### src/rtl/chopper_phase_ctrl.sv
// Per-phase chopper sequencer: dead-time, blanking, on-time and fixed off-time,
// driving an external countdown timer and latching a fault on repeated early trips.
module chopper_phase_ctrl #(
  parameter int TW          = 10,
  parameter int DEAD_CYCLES = 4,
  parameter int FAULT_LIMIT = 3
) (
  input  logic          clk,
  input  logic          reset,
  input  logic          enable,
  input  logic          comparator,
  input  logic [TW-1:0] blank_time,
  input  logic [TW-1:0] off_time,
  output logic          timer_start,
  output logic [TW-1:0] timer_load,
  input  logic          timer_done,
  output logic          phase_on,
  output logic          phase_decay,
  output logic          fault,
  output logic [2:0]    state
);

  localparam int DW = (DEAD_CYCLES > 1) ? $clog2(DEAD_CYCLES) : 1;
  localparam int FW = $clog2(FAULT_LIMIT + 1);

  typedef enum logic [2:0] {
    IDLE  = 3'd0,
    DEAD  = 3'd1,
    BLANK = 3'd2,
    ON    = 3'd3,
    OFF   = 3'd4,
    FAULT = 3'd5
  } state_t;

  state_t        cur, nxt;
  logic [DW-1:0] dead_cnt, dead_nxt;
  logic [FW-1:0] fcnt, fcnt_nxt, fcnt_inc;
  logic          first_on, first_nxt;
  logic          start_nxt;
  logic [TW-1:0] load_nxt, blank_ld, off_ld;
  logic          cmp_q1, cmp_s;

  // Two-flop synchronizer for the asynchronous comparator
  always_ff @(posedge clk or posedge reset) begin
    if (reset) begin
      cmp_q1 <= 1'b0;
      cmp_s  <= 1'b0;
    end else begin
      cmp_q1 <= comparator;
      cmp_s  <= cmp_q1;
    end
  end

  // A zero interval would never expire the timer, so clamp to one cycle
  assign blank_ld = (blank_time == '0) ? TW'(1) : blank_time;
  assign off_ld   = (off_time   == '0) ? TW'(1) : off_time;
  assign fcnt_inc = fcnt + 1'b1;

  always_comb begin
    nxt       = cur;
    dead_nxt  = dead_cnt;
    fcnt_nxt  = fcnt;
    first_nxt = 1'b0;
    start_nxt = 1'b0;
    load_nxt  = '0;
    case (cur)
      IDLE: begin
        if (enable) begin
          nxt      = DEAD;
          dead_nxt = '0;
        end
      end
      DEAD: begin
        if (!enable) begin
          nxt      = IDLE;
          fcnt_nxt = '0;
        end else if (dead_cnt == DW'(DEAD_CYCLES - 1)) begin
          nxt       = BLANK;
          start_nxt = 1'b1;
          load_nxt  = blank_ld;
        end else begin
          dead_nxt = dead_cnt + 1'b1;
        end
      end
      BLANK: begin
        if (!enable) begin
          nxt      = IDLE;
          fcnt_nxt = '0;
        end else if (timer_done) begin
          nxt       = ON;
          first_nxt = 1'b1;
        end
      end
      ON: begin
        if (!enable) begin
          nxt      = IDLE;
          fcnt_nxt = '0;
        end else if (cmp_s) begin
          // A trip right after blanking means current never regulated normally
          if (first_on) begin
            fcnt_nxt = fcnt_inc;
            if (fcnt_inc >= FW'(FAULT_LIMIT)) begin
              nxt = FAULT;
            end else begin
              nxt       = OFF;
              start_nxt = 1'b1;
              load_nxt  = off_ld;
            end
          end else begin
            fcnt_nxt  = '0;
            nxt       = OFF;
            start_nxt = 1'b1;
            load_nxt  = off_ld;
          end
        end
      end
      OFF: begin
        if (!enable) begin
          nxt      = IDLE;
          fcnt_nxt = '0;
        end else if (timer_done) begin
          nxt      = DEAD;
          dead_nxt = '0;
        end
      end
      FAULT: begin
        if (!enable) begin
          nxt      = IDLE;
          fcnt_nxt = '0;
        end
      end
      default: begin
        nxt      = IDLE;
        fcnt_nxt = '0;
      end
    endcase
  end

  always_ff @(posedge clk or posedge reset) begin
    if (reset) begin
      cur         <= IDLE;
      dead_cnt    <= '0;
      fcnt        <= '0;
      first_on    <= 1'b0;
      timer_start <= 1'b0;
      timer_load  <= '0;
      phase_on    <= 1'b0;
      phase_decay <= 1'b0;
      fault       <= 1'b0;
    end else begin
      cur         <= nxt;
      dead_cnt    <= dead_nxt;
      fcnt        <= fcnt_nxt;
      first_on    <= first_nxt;
      timer_start <= start_nxt;
      timer_load  <= load_nxt;
      // Drive outputs decode the state being entered so they line up with it
      phase_on    <= (nxt == BLANK) || (nxt == ON);
      phase_decay <= (nxt == OFF);
      fault       <= (nxt == FAULT);
    end
  end

  assign state = cur;

endmodule

### config.mk
export PLATFORM = sky130hd
export DESIGN_NAME = chopper_phase_ctrl
export DESIGN_NICKNAME = d
export VERILOG_FILES = /design/src/rtl/chopper_phase_ctrl.sv
export SDC_FILE = /design/constraint.sdc
export NUM_CORES = 1
export LEC_CHECK = 0
export ABC_CLOCK_PERIOD_IN_PS = 1600
export CAP_MARGIN = 40
export CORE_AREA = 2 2 70 72
export DETAILED_ROUTE_END_ITERATION = 7
export DIE_AREA = 0 0 72 74
export PLACE_DENSITY_LB_ADDON = 0.1
export SLEW_MARGIN = 20
export SYNTH_ARGS = -nofsm -noshare
export SYNTH_HDL_FRONTEND = slang
export SYNTH_SLANG_ARGS = --single-unit
### constraint.sdc
create_clock -name clk -period 1.6 [get_ports clk]
set_clock_uncertainty 0.15 [all_clocks]
set_input_delay 0.32 -clock clk [delete_from_list [all_inputs] [get_ports clk]]
set_output_delay 0.32 -clock clk [all_outputs]
set_load 0.1 [all_outputs]
==> impl_results.md, run 1 <==
- Status: complete, no violations
- Largest net degree at the start of global routing: 25
- Power per Cell Area: 715 nW/um^2
- Fin crit share: 98.1%
- Met1 Use GR: 16.0%
- Sw Pwr: 0.415 mW
- Max-slew headroom: 78.5%
- CP Buf/Inv Count: 2
- Synthesized area per cell: 10.8 sq um
- Via Count: 980
- HP Class: register to register
- Synth top area share: 54.9%
- Worst setup margin: 31.0 ps
- Clock tree buffer depth: 2
- CP startpoint kind: register
- Num CTS Buffers: 3
- Gr busiest metal: met2
- Critical-path top delay cell: dfrtp_4
- Final Max Tran Viols: 0
- Internal: 1.04 mW
- Met3 usage: 2.17%
- Worst reg2reg setup slack: 50 ps
- Initial core utilization: 23.8%
- Final Hold Slack: 206 ps
- Count of state elements after synthesis: 24
- Fraction of layout cells with a size suffix above 1: 39.8%
- Global routing usage on met2: 20.0%
- GRT Total Usage: 12.1%
- Tightest Pin Transition: 319 ps
- Full die area: 5330 sq um
- Area leader, netlist: dfrtp_1
- Gate power share: 26.5%
- Crit Path Max Fanout: 5
- Max incr delay on CP: 510 ps
- Post-DP HPWL: 2370 um
- Routed WL: 3060 um
- DR iter-0 viols: 25
- Delay-heaviest family, CP: flip-flops
- I/O Pins: 42
- First-pass iteration count of the detailed router: 2
- ANT cells: 0
- Chip width: 72 um
- Post-route ant nets: 0
- Clk sinks: 24
- Initial antenna violation count: 0
- Core Rows: 25
- Most frequent cells in the layout: clkdlybuf4s50_1, buf_4, dfrtp_1
- Area delta synth->final: 85.6%
- Clock power share: 27.5%
- Die Y: 74 um
- Wire per inst: 13.9 um
- Cell count after synthesis: 101
- Mapped Nets: 128
- CTS tree: done
- Pre-CTS setup slack: -291 ps
- Seq/Total Area, Yosys: 54.9%
- Sw Share: 28.6%
- CP arrival: 1100 ps
- Dpl cells: 208
- LEAKAGE: 0.925 nW
- Cell Chain, Critical Path: buf_4 -> buf_12
- Final setup vio count: 0
- DR DRC count: 0
- PortBufs: 41
- CTS HTree Levels: 1
- Final hold violation count: 0
- Tmin final: 1570 ps
- Fin cells: 220
- Register share of total power: 46.0%
- Max-Cap Viols: 0
- Congestion Overflow GR: 0
- First-pass GRT wire length: 4930 um
- Syn Std Cell Area: 1090 sq um
- Core box area: 4600 sq um
- Clock latency on the worst-skew pair: 260 ps
- Placer Congestion: 0.773
- Synth Warn #: 0
- Maximum vdd drop: 325 uV
- Post-DR vias/cell: 4.45
- Power Total: 1.45 mW
- Type of the worst setup path: register to output pin
- Commonest non-fill, non-tap cell in the layout: clkdlybuf4s50_1
- Clk slew on worst S/H paths: 80 ps
- Fill cells: 454
- Synth area leaders: dfrtp_1, nor2_1, a22o_1
- Netlist cell types: 29
- Critical Path RT: 1130 ps
- Maximum clock frequency: 637 MHz
- Vias in the first global route: 1008
- Critical Path Sink Type: output pin
- Nets: 194
- Clk root buf: clkbuf_8
==> timing repair <==
action                                  4_1_cts  5_1_grt
setup buffers                                 3        5
cloned                                        0        0
endpoints found under the setup margin       10       18
pin swaps                                     0        4
resized for setup                             3       10
hold buffers                                  0        0
==> sequential cells by signal (all words and copies together), names as in the netlist <==
register     cells
dead_cnt         2
first_on         1
phase_on         1
timer_load      10
cmp_q1           1
state            3
fcnt             2
fault            1
timer_start      1
phase_decay      1
cmp_s            1
==> kinds of logic after synthesis <==
group                      count (synthesis)  synth area share (%)
buffers and inverters                      6                  3.09
muxes                                      2                  2.06
DFF                                       24                  54.9
and+or+nand+nor                           43                  21.1
AOI/OAI and AO/OA                         23                  15.5
adders and majority gates                  3                  3.31
==> metrics by stage <==
stage	util, %	TNS [ps]	instance area, sq um
floorplan	-	-376	1130
global placement	40.4	-2870	1860
detailed placement	40.4	-3570	1860
CTS	42.4	0	1950
global route	44.2	-3.58	2030
finish	44.2	0	2030
==> metal layers <==
metal | part of all wire, % | up-vias
met1 | 44 | 466
met4 | 0.85 | 0
met5 | 0 | -
li1 | - | 492
met3 | 4.3 | 2
met2 | 51 | 20
==> final cells by class <==
class                   instances  area [sq um]  area share, %
multi-input cells              71           527           25.9
clock buffers                   4          55.1           2.71
inverters                       3          11.3          0.554
repair buffers                 64           759           37.4
flip-flops and latches         24           612           30.1
well taps                      54          67.6           3.33
==> power groups by stage <==
stage	sequential [mW]	combinational (mW)	clock (mW)
after detailed placement	0.682	0.353	0
after global routing	0.672	0.411	0.446
final	0.668	0.385	0.400
after global placement	0.681	0.349	0
after floorplan	0.751	0.107	0
after CTS	0.668	0.366	0.416
==> path summary, 6_finish.rpt <==
path | from | endpoint | depth (start not counted)
max reg2reg | state[2]$_DFF_PP0_ | timer_start$_DFF_PP0_ | 5
min in group asynchronous | reset | timer_load[4]$_DFF_PP0_ | 3
min | cmp_q1$_DFF_PP0_ | cmp_s$_DFF_PP0_ | 0
max in group asynchronous | reset | state[2]$_DFF_PP0_ | 3
max | state[2]$_DFF_PP0_ | state[2] | 2
min reg2reg | cmp_q1$_DFF_PP0_ | cmp_s$_DFF_PP0_ | 0
==> cells in the mapped netlist <==
| cell | number |
|---|---|
| nand4b_2 | 1 |
| o21ba_2 | 1 |
| o21ai_0 | 2 |
| ha_1 | 2 |
| o22ai_1 | 2 |
| nand2_1 | 6 |
| a21o_1 | 1 |
| o32ai_1 | 1 |
| maj3_2 | 1 |
| dfrtp_1 | 24 |
| a31oi_1 | 2 |
| nor3_2 | 1 |
| nor3_1 | 4 |
| a21oi_2 | 2 |
| nand4_1 | 1 |
| nor2b_2 | 2 |
| nor2b_1 | 3 |
| and2_1 | 3 |
| and3_1 | 1 |
| a22o_1 | 5 |
| or3b_1 | 1 |
| a21oi_1 | 2 |
| nand2b_1 | 2 |
| nor4_1 | 3 |
| buf_4 | 3 |
| a22oi_1 | 5 |
| nor2_1 | 15 |
| mux2_2 | 2 |
| inv_1 | 3 |
Power figures use the tool's default switching activity.
==> run 2, diff against run 1 <==
--- a/config.mk
+++ b/config.mk
@@ -7,11 +7,12 @@
 export LEC_CHECK = 0
 export ABC_CLOCK_PERIOD_IN_PS = 1600
 export CAP_MARGIN = 40
-export CORE_AREA = 2 2 70 72
+export CORE_AREA = 2 2 64 66
 export DETAILED_ROUTE_END_ITERATION = 7
-export DIE_AREA = 0 0 72 74
+export DIE_AREA = 0 0 66 68
 export PLACE_DENSITY_LB_ADDON = 0.1
 export SLEW_MARGIN = 20
 export SYNTH_ARGS = -nofsm -noshare
 export SYNTH_HDL_FRONTEND = slang
 export SYNTH_SLANG_ARGS = --single-unit
+export TNS_END_PERCENT = 100
==> impl_results.md, run 2 (synthesis gave the netlist of run 1 again) <==
- Chip width: 66 um (-8.3%)
- Power per Cell Area: 736 nW/um^2 (+2.9%)
- Most frequent cells in the layout: clkdlybuf4s50_1, dfrtp_1, buf_12
- Final core occ: 49.3% (+5.1 points)
- Maximum clock frequency: 639 MHz (+0.30%)
- Internal: 0.977 mW (-5.8%)
- Worst setup margin: 35.7 ps (+4.70 ps)
- Hold endpoint: cmp_s$_DFF_PP0_
- Tightest Pin Transition: 294 ps (-25.0 ps)
- Top reg by flops: timer_load
- Tmin final: 1560 ps (-4.70 ps)
- PortBufs: 41 (unchanged)
- Final setup vio count: 0 (unchanged)
- Via Count: 955 (-2.6%)
- I/O Pins: 42 (unchanged)
- Post-DP HPWL: 2330 um (-1.5%)
- Register share of total power: 47.9% (+1.9 points)
- CTS tree: done
- Core box area: 3860 sq um (-16%)
- Clk slew on worst S/H paths: 90 ps (about the same)
- DR iter-0 viols: 41 (+64%)
- CP arrival: 1090 ps (about the same)
- Pre-CTS setup slack: -279 ps (+11.5 ps)
- Vias in the first global route: 1014 (+0.60%)
- First-pass iteration count of the detailed router: 4 (+2)
- LEAKAGE: 0.837 nW (-9.5%)
- Worst reg2reg path endpoint: timer_load[0]$_DFF_PP0_
- Num CTS Buffers: 3 (unchanged)
- Type of the worst setup path: register to output pin
- Critical Path Sink Type: output pin
- Placer Congestion: 0.819 (+5.9%)
- Fin crit share: 97.8% (-0.29 points)
- Worst reg2reg setup slack: 40 ps (about the same)
- Max-slew headroom: 80.4% (+1.9 points)
- Sw Share: 30.2% (+1.6 points)
- Status: complete, no violations
- Full die area: 4490 sq um (-16%)
- Core Rows: 23 (-8.0%)
- Fill cells: 356 (-22%)
- CP startpoint kind: register
- Post-route ant nets: 0 (unchanged)
- Sw Pwr: 0.422 mW (+1.6%)
- Initial antenna violation count: 0 (unchanged)
- Critical Path RT: 1130 ps (about the same)
- Final Hold Slack: 215 ps (+8.21 ps)
- CTS HTree Levels: 1 (unchanged)
- HP Class: register to register
- Power Total: 1.40 mW (-3.7%)
- Congestion Overflow GR: 0 (unchanged)
- GRT Total Usage: 14.4% (+2.3 points)
- Clock tree buffer depth: 2 (unchanged)
- Max FFs per register: 10 (unchanged)
- Cell depth of the worst flop-to-flop path: 4 (-1)
- Clk root buf: clkbuf_8
- DR DRC count: 0 (unchanged)
- Crit Path Max Fanout: 5 (unchanged)
- Cell count of the worst hold path: 0 (unchanged)
- Wire per inst: 14.7 um (+5.3%)
- ANT cells: 0 (unchanged)
- Area delta synth->final: 73.7%
- Clock latency on the worst-skew pair: 260 ps (about the same)
- Routed WL: 2960 um (-3.3%)
- Clk sinks: 24 (unchanged)
- Initial core utilization: 28.4% (+4.6 points)
- Final hold violation count: 0 (unchanged)
- Clock power share: 26.4% (-1.1 points)
- Fraction of layout cells with a size suffix above 1: 34.9% (-4.9 points)
- Gate power share: 25.7% (-0.8 points)
- Die Y: 68 um (-8.1%)
- Launching point of the worst reg2reg path: state[2]$_DFF_PP0_
- Largest net degree at the start of global routing: 25 (unchanged)
- Max-Cap Viols: 0 (unchanged)
- Nets: 180 (-7.2%)
- First-pass GRT wire length: 4860 um (-1.3%)
- Post-DR vias/cell: 4.73 (+6.1%)
- Final Max Tran Viols: 0 (unchanged)
- Commonest non-fill, non-tap cell in the layout: clkdlybuf4s50_1
- Maximum vdd drop: 403 uV (+24%)
- Unrepaired setup endpoints after global routing: true
- HP Start: cmp_q1$_DFF_PP0_
==> run 2: metal layers <==
layer	global-route usage, %	vias to the layer above	share of wire (%)
met5	0	-	0
met4	5.87	0	1.5
met3	2.80	6	6.3
met2	24.4	28	50
met1	18.1	455	42
li1	-	466	-
==> run 2: final cells by class <==
cell class | instances | area (sq um) | share of cell area (%)
inverters | 3 | 11.3 | 0.592
flip-flops and latches | 24 | 612 | 32.2
well taps | 50 | 62.6 | 3.29
repair buffers | 50 | 654 | 34.4
clock buffers | 4 | 45.0 | 2.37
multi-input cells | 71 | 517 | 27.2
==> run 2: worst max path at each step <==
stage	start	end	slack [ps]
2_1_floorplan	state[0]$_DFF_PP0_	fcnt[0]$_DFFE_PP0P_	-100
3_3_place_gp	enable	fcnt[0]$_DFFE_PP0P_	-230
3_5_place_dp	enable	fcnt[1]$_DFFE_PP0P_	-280
4_1_cts	fcnt[0]$_DFFE_PP0P_	state[0]$_DFF_PP0_	9
5_1_grt	fcnt[0]$_DFFE_PP0P_	timer_load[0]$_DFF_PP0_	-30
6_report	state[2]$_DFF_PP0_	state[2]	40
==> run 2: power groups by stage <==
| stage | Clock [mW] | Combinational, mW | Sequential [mW] |
|---|---|---|---|
| final | 0.369 | 0.359 | 0.671 |
| after CTS | 0.381 | 0.351 | 0.669 |
| after global routing | 0.401 | 0.385 | 0.675 |
| after detailed placement | 0 | 0.344 | 0.682 |
| after floorplan | 0 | 0.107 | 0.751 |
| after global placement | 0 | 0.337 | 0.680 |
==> run 2: timing repair <==
item,4_1_cts,5_1_grt
gates resized for setup,2,10
hold buffers,0,0
setup buffers,2,0
endpoints found under the hold margin,0,0
setup endpoints to repair,3,17
pin swaps,0,2
==> run 2: per-stage QoR <==
step	instance area, sq um	TNS [ps]	cells
5_1_grt	1900	-45.8	202
4_1_cts	1860	0	202
3_5_place_dp	1790	-3060	196
3_3_place_gp	1790	-2350	196
2_1_floorplan	1130	-376	101
6_report	1900	0	202
==> run 2: critical path, stage by stage (launching register included) <==
cell	delay, ps
dfrtp_4	520
buf_6	150
buf_12	160
==> run 3, diff against run 2 <==
--- a/config.mk
+++ b/config.mk
@@ -11,6 +11,7 @@
 export DETAILED_ROUTE_END_ITERATION = 7
 export DIE_AREA = 0 0 66 68
 export PLACE_DENSITY_LB_ADDON = 0.1
+export RECOVER_POWER = 100
 export SLEW_MARGIN = 20
 export SYNTH_ARGS = -nofsm -noshare
 export SYNTH_HDL_FRONTEND = slang
==> impl_results.md, run 3 (synthesis gave the netlist of run 1 again) <==
- Delay-heaviest family, CP: flip-flops
- Critical Path RT: 1130 ps (about the same)
- Maximum clock frequency: 639 MHz (about the same)
- Max incr delay on CP: 520 ps (about the same)
- Congestion Overflow GR: 0 (unchanged)
- Clk root buf: clkbuf_8
- Clk slew on worst S/H paths: 90 ps (about the same)
- Num CTS Buffers: 3 (unchanged)
- Tightest Pin Transition: 575 ps (+280 ps)
- Launching point of the worst reg2reg path: state[2]$_DFF_PP0_
- Crit path launch: state[2]$_DFF_PP0_
- Uppermost layer routed: met4
- PortBufs: 41 (unchanged)
- First-pass iteration count of the detailed router: 4 (unchanged)
- Clock power share: 26.9% (+0.5 points)
- Nets: 180 (unchanged)
- Tmin final: 1560 ps (-0.0215 ps)
- GRT Total Usage: 14.4% (unchanged)
- Critical Path Sink Type: output pin
- Power Total: 1.37 mW (-2.0%)
- Area delta synth->final: 57.5%
- Internal: 0.954 mW (-2.4%)
- Initial core utilization: 28.4% (unchanged)
- Clock tree buffer depth: 2 (unchanged)
- Max-slew headroom: 61.7% (-19 points)
- Placed cell area: 1790 sq um (unchanged)
- Final Max Tran Viols: 0 (unchanged)
- Vias in the first global route: 1014 (unchanged)
- Cell Chain, Critical Path: buf_6 -> buf_12
- Top reg by flops: timer_load
- Die Y: 68 um (unchanged)
- Max FFs per register: 10 (unchanged)
- Clock latency on the worst-skew pair: 260 ps (about the same)
- CP startpoint kind: register
- Metal2 WL: 1480 um (about the same)
- ANT cells: 0 (unchanged)
- Wire per inst: 14.8 um (+1.3%)
- Initial antenna violation count: 0 (unchanged)
- Fin cells: 202 (unchanged)
- Worst reg2reg path endpoint: timer_load[0]$_DFF_PP0_
- CTS tree: done
- Unrepaired setup endpoints after global routing: true
- Fraction of layout cells with a size suffix above 1: 34.9% (unchanged)
- Crit Path Max Fanout: 5 (unchanged)
- Register share of total power: 48.6% (+0.7 points)
- Max-Cap Viols: 0 (unchanged)
- Power per Cell Area: 796 nW/um^2 (+8.1%)
- Worst reg2reg setup slack: 40 ps (about the same)
- Cell depth of the worst flop-to-flop path: 4 (unchanged)
- First-pass GRT wire length: 4860 um (unchanged)
- Sw Share: 30.4% (+0.28 points)
- Status: complete, no violations
- Reg area: 612 sq um (unchanged)
- Setup TNS: 0 ps (unchanged)
- DR iter-0 viols: 43 (+4.9%)
- WL met1: 1280 um (+2.0%)
- Final setup vio count: 0 (unchanged)
- Fin crit share: 97.8% (about the same)
- Chip width: 66 um (unchanged)
- Placer Congestion: 0.819 (unchanged)
- Via Count: 964 (+0.94%)
- CTS HTree Levels: 1 (unchanged)
- Final Hold Slack: 215 ps (-0.0300 ps)
- Fill cells: 376 (+5.6%)
- HP Start: cmp_q1$_DFF_PP0_
- Area of the multi-input gates: 517 sq um (unchanged)
- Routed WL: 3000 um (+1.3%)
- Type of the worst setup path: register to output pin
- Largest net degree at the start of global routing: 25 (unchanged)
- DR DRC count: 0 (unchanged)
- Hold buffers post-CTS: 0 (unchanged)
- Critical-path top delay cell: dfrtp_4
- Full die area: 4490 sq um (unchanged)
- Most frequent cells in the layout: dfrtp_1, clkdlybuf4s50_1, clkbuf_4
- Core Rows: 23 (unchanged)
- Worst path depth: 2 (unchanged)
- Sw Pwr: 0.418 mW (-1.1%)
- CP Buf/Inv Count: 2 (unchanged)
- LEAKAGE: 0.791 nW (-5.5%)
- Worst Setup EP: state[2]
- Clk sinks: 24 (unchanged)
- Post-route ant nets: 0 (unchanged)
- CP arrival: 1090 ps (about the same)
- Design area: 1720 sq um (-9.3%)
- Post-DR vias/cell: 4.77 (+0.94%)
- Metal3 WL: 198 um (+6.5%)
- Maximum vdd drop: 402 uV (-0.38%)
- Final hold violation count: 0 (unchanged)
- HP Class: register to register
- Dpl cells: 196 (unchanged)
- Post-DP HPWL: 2330 um (unchanged)
- I/O Pins: 42 (unchanged)
- Gate power share: 24.5% (-1.2 points)
- Core box area: 3860 sq um (unchanged)
## run 3: cell types whose count changed in the layout (fill, tap and decap cells not counted), sizes merged
cell | before | now
clkdlybuf4s50 | 23 | 21
dlygate4sd3 | 0 | 2
buf | 26 | 11
clkbuf | 4 | 19
## run 3: layer usage
layer | track usage (%) | up-vias
met5 | 0 | -
met4 | 5.87 | 0
met3 | 2.80 | 6
met2 | 24.4 | 28
met1 | 18.1 | 464
li1 | - | 466
## run 3: what timing repair did
item	in CTS	in global routing
buffers inserted	2	0
resized for setup	2	10
hold endpoints to repair	0	0
pin swaps	0	2
endpoints found under the setup margin	3	17
## run 3: through the flow
step           setup WS [ps]  util (%)
5_1_grt                -25.3      44.7
3_5_place_dp            -279      46.5
4_1_cts                 8.91      48.3
3_3_place_gp            -225      46.5
2_1_floorplan          -95.3         -
6_report                35.7      44.7
## run 3: how the worst min path moves through the flow
stage	depth (start not counted)	to	slack, ps
global placement	0	cmp_s$_DFF_PP0_	190
detailed placement	0	cmp_s$_DFF_PP0_	200
global route	0	cmp_s$_DFF_PP0_	230
CTS	0	cmp_s$_DFF_PP0_	220
floorplan	1	cmp_q1$_DFF_PP0_	180
finish	0	cmp_s$_DFF_PP0_	210
## run 3: layout make-up
type	instances	share of cell area [%]
Multi-Input combinational cell	71	30.0
Inverter	3	0.653
Clock buffer	4	2.61
Timing Repair Buffer	50	27.6
Sequential cell	24	35.5
Tap cell	50	3.63
## run 3: power groups by stage
stage	clock network [mW]	registers, mW	logic, mW
final	0.369	0.666	0.336
after global routing	0.401	0.670	0.362
after global placement	0	0.680	0.337
after floorplan	0	0.751	0.107
after detailed placement	0	0.682	0.344
after CTS	0.381	0.669	0.351
